$ cat config.mk
export PLATFORM = sky130hd
export DESIGN_NAME = uart_rx_pacer
export DESIGN_NICKNAME = d
export VERILOG_FILES = /design/src/rtl/uart_pkg.sv /design/src/rtl/byte_fifo.sv /design/src/rtl/uart_rx_pacer.sv
export SDC_FILE = /design/constraint.sdc
export NUM_CORES = 1
export LEC_CHECK = 0
export ABC_AREA = 1
export CORE_UTILIZATION = 60
export CTS_CLUSTER_SIZE = 8
export DETAILED_ROUTE_END_ITERATION = 8
export DONT_BUFFER_PORTS = 1
export PLACE_DENSITY_LB_ADDON = 0.3
export SYNTH_ARGS = -nofsm -noshare
export SYNTH_HDL_FRONTEND = slang
export SYNTH_HIERARCHICAL = 1
export SYNTH_SLANG_ARGS = --single-unit
export TNS_END_PERCENT = 10
$ cat constraint.sdc
create_clock -name clk -period 2.7 [get_ports clk]
set_clock_uncertainty 0.15 [all_clocks]
set_input_delay 0.54 -clock clk [delete_from_list [all_inputs] [get_ports clk]]
set_output_delay 0.54 -clock clk [all_outputs]
set_load 0.1 [all_outputs]
$ cat src/rtl/uart_pkg.sv
// Shared UART definitions: receiver state encoding and compile-time sizing helpers.
package uart_pkg;

    typedef enum logic [1:0] {
        IDLE,
        START,
        DATA,
        STOP
    } rx_state_e;

    // Ceiling log2; returns 0 for values <= 1
    function automatic int unsigned clog2(input int unsigned value);
        int unsigned result;
        result = 0;
        while ((64'd1 << result) < 64'(value)) begin
            result = result + 1;
        end
        return result;
    endfunction

    // Clock cycles per oversample tick (integer division)
    function automatic int unsigned div_calc(input int unsigned clk_hz, input int unsigned baud,
                                             input int unsigned oversample);
        return clk_hz / (baud * oversample);
    endfunction

    // Bits needed to hold 0..max_value, never less than 1
    function automatic int unsigned width_for(input int unsigned max_value);
        return (max_value < 2) ? 1 : clog2(max_value + 1);
    endfunction

endpackage

$ cat src/rtl/byte_fifo.sv
// Synchronous FIFO with occupancy count. A push into a full FIFO is ignored;
// callers that care about lost data test 'full' themselves.
module byte_fifo
    import uart_pkg::*;
#(
    parameter int unsigned DEPTH = 8,
    parameter int unsigned WIDTH = 8
) (
    input  logic                  clk,
    input  logic                  reset,
    input  logic                  push,
    input  logic [WIDTH-1:0]      push_data,
    input  logic                  pop,
    output logic [WIDTH-1:0]      head,
    output logic                  full,
    output logic                  empty,
    output logic [clog2(DEPTH):0] level
);

    localparam int unsigned AW = clog2(DEPTH);
    localparam int unsigned LW = AW + 1;

    logic [WIDTH-1:0] mem [DEPTH];
    logic [AW-1:0]    wr_ptr;
    logic [AW-1:0]    rd_ptr;
    logic             do_push;
    logic             do_pop;

    assign full    = (level == LW'(DEPTH));
    assign empty   = (level == '0);
    assign do_push = push && !full;
    assign do_pop  = pop && !empty;
    assign head    = mem[rd_ptr];

    // Pointer and occupancy bookkeeping; pointers wrap naturally as DEPTH is a power of two
    always_ff @(posedge clk or posedge reset) begin
        if (reset) begin
            wr_ptr <= '0;
            rd_ptr <= '0;
            level  <= '0;
        end else begin
            if (do_push) wr_ptr <= wr_ptr + 1'b1;
            if (do_pop)  rd_ptr <= rd_ptr + 1'b1;
            if (do_push && !do_pop) begin
                level <= level + 1'b1;
            end else if (do_pop && !do_push) begin
                level <= level - 1'b1;
            end
        end
    end

    // Storage needs no reset: only entries below 'level' are ever read out
    always_ff @(posedge clk) begin
        if (do_push) mem[wr_ptr] <= push_data;
    end

endmodule

$ cat src/rtl/uart_rx_pacer.sv
// 8N1 oversampling receiver feeding a byte FIFO, with a paced release stage that
// spaces rxReady pulses at least GAP_CYCLES apart for the downstream command processor.
module uart_rx_pacer
    import uart_pkg::*;
#(
    parameter int unsigned CLK_HZ     = 50_000_000,
    parameter int unsigned BAUD       = 115200,
    parameter int unsigned OVERSAMPLE = 16,
    parameter int unsigned FIFO_DEPTH = 8,
    parameter int unsigned GAP_CYCLES = 4
) (
    input  logic                       clk,
    input  logic                       reset,
    input  logic                       rxd,
    output logic                       rxReady,
    output logic [7:0]                 rxData,
    output logic                       frame_err,
    output logic                       overrun,
    output logic [clog2(FIFO_DEPTH):0] fifo_level
);

    localparam int unsigned DIV   = div_calc(CLK_HZ, BAUD, OVERSAMPLE);
    localparam int unsigned DIV_W = width_for(DIV - 1);
    localparam int unsigned CNT_W = width_for(OVERSAMPLE - 1);
    localparam int unsigned GAP_W = width_for(GAP_CYCLES - 1);

    logic [1:0]       sync_q;
    logic             rxd_s;
    rx_state_e        state_q;
    logic [DIV_W-1:0] div_q;
    logic             tick;
    logic [CNT_W-1:0] cnt_q;
    logic [CNT_W-1:0] cnt_next;
    logic             at_mid;
    logic [2:0]       bit_q;
    logic [1:0]       samp_q;
    logic             maj;
    logic [7:0]       shift_q;
    logic             byte_valid_q;
    logic             fifo_full;
    logic             fifo_empty;
    logic [7:0]       fifo_head;
    logic             pop;
    logic [GAP_W-1:0] gap_q;

    // Two-flop synchroniser on the raw line, reset to the idle-high level
    always_ff @(posedge clk or posedge reset) begin
        if (reset) begin
            sync_q <= 2'b11;
        end else begin
            sync_q <= {sync_q[0], rxd};
        end
    end

    assign rxd_s = sync_q[1];

    // Oversample tick divider: parked at 0 in IDLE, so every frame starts from a fresh phase
    always_ff @(posedge clk or posedge reset) begin
        if (reset) begin
            div_q <= '0;
        end else if (state_q == IDLE || tick) begin
            div_q <= '0;
        end else begin
            div_q <= div_q + 1'b1;
        end
    end

    assign tick = (state_q != IDLE) && (div_q == DIV_W'(DIV - 1));

    // The sample counter free-wraps across bits. Decisions are taken on the tick after the
    // nominal centre, when the third of the three centred samples arrives; that lands on the
    // same counter value in every bit because the counter wraps once per bit period.
    assign cnt_next = (cnt_q == CNT_W'(OVERSAMPLE - 1)) ? '0 : cnt_q + 1'b1;
    assign at_mid   = (cnt_q == CNT_W'(OVERSAMPLE / 2));
    assign maj      = (samp_q[1] & samp_q[0]) | (samp_q[1] & rxd_s) | (samp_q[0] & rxd_s);

    // Deframer FSM: start validation, LSB-first shifting, stop check, registered strobes
    always_ff @(posedge clk or posedge reset) begin
        if (reset) begin
            state_q      <= IDLE;
            cnt_q        <= '0;
            bit_q        <= '0;
            samp_q       <= 2'b11;
            shift_q      <= '0;
            frame_err    <= 1'b0;
            byte_valid_q <= 1'b0;
        end else begin
            frame_err    <= 1'b0;
            byte_valid_q <= 1'b0;
            if (tick) samp_q <= {samp_q[0], rxd_s};
            case (state_q)
                IDLE: begin
                    if (!rxd_s) begin
                        state_q <= START;
                        cnt_q   <= '0;
                    end
                end
                START: begin
                    if (tick) begin
                        cnt_q <= cnt_next;
                        if (at_mid) begin
                            if (maj) begin
                                state_q <= IDLE;
                            end else begin
                                state_q <= DATA;
                                bit_q   <= '0;
                            end
                        end
                    end
                end
                DATA: begin
                    if (tick) begin
                        cnt_q <= cnt_next;
                        if (at_mid) begin
                            shift_q <= {maj, shift_q[7:1]};
                            if (bit_q == 3'd7) begin
                                state_q <= STOP;
                            end else begin
                                bit_q <= bit_q + 1'b1;
                            end
                        end
                    end
                end
                STOP: begin
                    if (tick) begin
                        cnt_q <= cnt_next;
                        if (at_mid) begin
                            // Leave without waiting out the stop bit so the next start edge is seen
                            state_q <= IDLE;
                            if (maj) begin
                                byte_valid_q <= 1'b1;
                            end else begin
                                frame_err <= 1'b1;
                            end
                        end
                    end
                end
                default: state_q <= IDLE;
            endcase
        end
    end

    byte_fifo #(
        .DEPTH (FIFO_DEPTH),
        .WIDTH (8)
    ) u_fifo (
        .clk       (clk),
        .reset     (reset),
        .push      (byte_valid_q),
        .push_data (shift_q),
        .pop       (pop),
        .head      (fifo_head),
        .full      (fifo_full),
        .empty     (fifo_empty),
        .level     (fifo_level)
    );

    assign pop = !fifo_empty && (gap_q == '0);

    // Release pacer: one byte per gap window; also flags a completed byte that found the FIFO full
    always_ff @(posedge clk or posedge reset) begin
        if (reset) begin
            rxReady <= 1'b0;
            rxData  <= '0;
            gap_q   <= '0;
            overrun <= 1'b0;
        end else begin
            overrun <= byte_valid_q && fifo_full;
            if (pop) begin
                rxReady <= 1'b1;
                rxData  <= fifo_head;
                gap_q   <= GAP_W'(GAP_CYCLES - 1);
            end else begin
                rxReady <= 1'b0;
                if (gap_q != '0) gap_q <= gap_q - 1'b1;
            end
        end
    end

endmodule

==> metrics.cfg <==
[sta]
slew_headroom = 0.399
rsz0062_at_grt = false
worstMarginPinSlew_ns = 0.901
fmax_ghz = 0.386
finalSetupTns_ns = 0
slew_viol_final = 0
setup_viol_count_final = 0
post-route-min-period_ns = 2.59
hold_slack_ns = 0.205
final-hold-violation-count = 0
setup_ws_ns = 0.112
fin_crit_sh = 0.958

[global_routing]
grt_max_degree = 41
track_usage = 0.262
gr-total-overflow = 0
antenna_found_initial = 0
grt_pass1_wl_um = 17200
first_global_vias = 3785

[clock_network]
cts_tree = yes
cts_buffers = 17
clockBufferDepth = 2
htree_levels = 4
clkSinkCount = 114
clk_pin_slew_ns = 0.06
root_buffer = clkbuf_8
clk_latency_ns = 0.51

[logic_synthesis]
synth-async-reset-ratio = 0.439
ys_seq_area_frac = 0.609
syn_avg_cell_area_um2 = 9.27
synth_mux_area_frac = 0
synth_cells = 563
ys_types = 34
synth-simple-area-share = 0.261
synth_top_family_by_area = simple AND/OR/NAND/NOR gates
ys_ff_latch = 114
yosys.area_share.xor_xnor = 0.0117
syn_area_mm2 = 0.00522
synth_fa_ha_area_frac = 0.0326
syn_nets = 579
ys.flop_type = edfxtp_1
ys_warn_count = 6
synth_edf_count = 64
synth_compound_area_frac = 0.0173

[worst_setup_path]
end_kind = register
required_ns = 2.95
path_class = register to register
cp_max_fo = 13
cp.arrival_ns = 2.84
slowest_stage = dfrtp_4
crit_top_cell = nand2_1
worstRegToRegCells = 12
crit_path_max_incr_delay_ns = 0.41
start_kind = register
crit_chain = buf_6, nand3_1, nand2_4, inv_1, ha_1, inv_1, ha_1, or2_2, nand2_1, nand2_1, nand3_1, nand2_1

[drt]
postRouteAntennaNets = 0
wl_um = 10300
drt_first_pass_iters = 5
drc_errors = 0
drt_iter0_drc = 216
vias_per_cell = 5.14
dr_total_vias = 3632
wl_per_cell_um = 14.6

[job]
max_cap_viol_count = 0

[place]
dp_slack_ns = 0.0460
hpwl_um = 6530
place_inst = 671
gp_congestion = 0.764
portBuffers = 0

[finish]
areaGrowthSynthToFinish_pct = 16.7
drive_gt1_frac = 0.116
antenna_cells = 0
fillers = 556
fin_cells = 707
fin_nets = 605

[floorplanning]
start_util = 0.629
die_h_um = 95.3
rows = 33
die-area_mm2 = 0.00908
die_w_um = 95.3
design.core.area_mm2 = 0.00830
pin_count = 18

[outcome]
run_status = finished, final reports clean

[hold_path]
hp-class = register to register
hold_depth = 0

[power]
leakage_nw = 2.94
ir_drop_mv = 0.419
cellPowerDensity_mw_per_mm2 = 693

[per-layer routing]
| layer | global-route usage | vias up | part of all wire |
|---|---|---|---|
| met2 | 0.463 | 85 | 0.55 |
| met1 | 0.292 | 1730 | 0.40 |
| met3 | 0.0774 | 13 | 0.046 |
| met4 | 0.112 | 0 | 0.012 |
| met5 | 0 | - | 0 |
| li1 | - | 1804 | - |
[critical path, delay by kind of cell, from the launching register on]
family | cells | cell delay [ns]
simple gates | 7 | 0.97
fa+ha+maj | 2 | 0.50
flops | 1 | 0.41
buf+inv | 3 | 0.46
[cell families after synthesis]
group           Yosys count
simple gates            330
fa+ha+maj                13
flops                   114
xor+xnor                  7
compound gates           16
buf+inv                  83
[layout make-up]
| class | instances | area [um^2] | share of cell area |
|---|---|---|---|
| clock buffer | 20 | 445 | 0.0731 |
| clock inverter | 12 | 185 | 0.0304 |
| inverter | 71 | 267 | 0.0438 |
| multi-input combinational | 366 | 1700 | 0.280 |
| sequential | 114 | 3190 | 0.524 |
| tap | 105 | 131 | 0.0216 |
| timing repair buffer | 19 | 164 | 0.0269 |
[through the flow]
step                      utilization  total power, mW  area, um^2
after global routing            0.734             4.32        6090
final                           0.734             4.22        6090
after CTS                       0.730             4.24        6060
after floorplan                     -             1.88        5240
after global placement          0.651             1.89        5410
after detailed placement        0.651             1.89        5410
[report_power, final]
part | leakage (nW) | total, mW | internal [mW] | switching (mW)
registers | 1.09 | 1.83 | 1.83 | 0.00117
clock network | 0.301 | 2.37 | 1.62 | 0.741
logic | 1.55 | 0.0230 | 0.00445 | 0.0186
total | 2.94 | 4.22 | 3.46 | 0.761
[cell usage after synthesis, types with 4 or more instances]
cell type,number,share of area
nand2_1,205,0.15
nor2_1,80,0.058
inv_1,69,0.050
edfxtp_1,64,0.37
dfrtp_1,46,0.22
nand3_1,23,0.022
ha_1,12,0.029
o21ai_0,10,0.0096
nor3_1,8,0.0077
xnor2_1,5,0.0084
buf_2,4,0.0038
buf_6,4,0.0086
dfstp_2,4,0.020
[what timing repair did]
item                       CTS  global route
pin swaps                    0             1
hold buffers                 2             0
buffers inserted             0             2
gates resized for setup      1             4
hold endpoints to repair    47             0
setup endpoints to repair    1             1
[path summary, 6_finish.rpt]
| kind | start | end | slack, ns |
|---|---|---|---|
| max | u_fifo/level[3]$_DFFE_PP0P_ | u_fifo/level[3]$_DFFE_PP0P_ | 0.11 |
| min | sync_q[0]$_DFF_PP1_ | sync_q[1]$_DFF_PP1_ | 0.21 |
| max reg2reg | u_fifo/level[3]$_DFFE_PP0P_ | u_fifo/level[3]$_DFFE_PP0P_ | 0.11 |
| min reg2reg | sync_q[0]$_DFF_PP1_ | sync_q[1]$_DFF_PP1_ | 0.21 |
| max in group asynchronous | reset | samp_q[1]$_DFFE_PP1P_ | 1.56 |
| min in group asynchronous | reset | u_fifo/wr_ptr[1]$_DFFE_PP0P_ | 0.35 |
[placed cells by master, fill, tap and decap left out, drive strengths merged, types with 8 or more instances in the layout]
| master | synthesis | layout |
|---|---|---|
| nor2 | 83 | 83 |
| nor3 | 8 | 8 |
| edfxtp | 64 | 64 |
| o21ai | 11 | 11 |
| ha | 12 | 12 |
| nand3 | 25 | 25 |
| buf | 11 | 17 |
| nand2 | 210 | 210 |
| clkbuf | 1 | 20 |
| inv | 71 | 71 |
| dfrtp | 46 | 46 |
[sequential cells by signal (all words and copies together) (netlist names), 2 cells and up, named ones only]
name	count
u_fifo/rd_ptr	3
cnt_q	4
shift_q	8
rxData	8
gap_q	2
u_fifo/mem	64
div_q	5
u_fifo/wr_ptr	3
u_fifo/level	4
sync_q	2
bit_q	3
samp_q	2
Power figures use the tool's default switching activity.
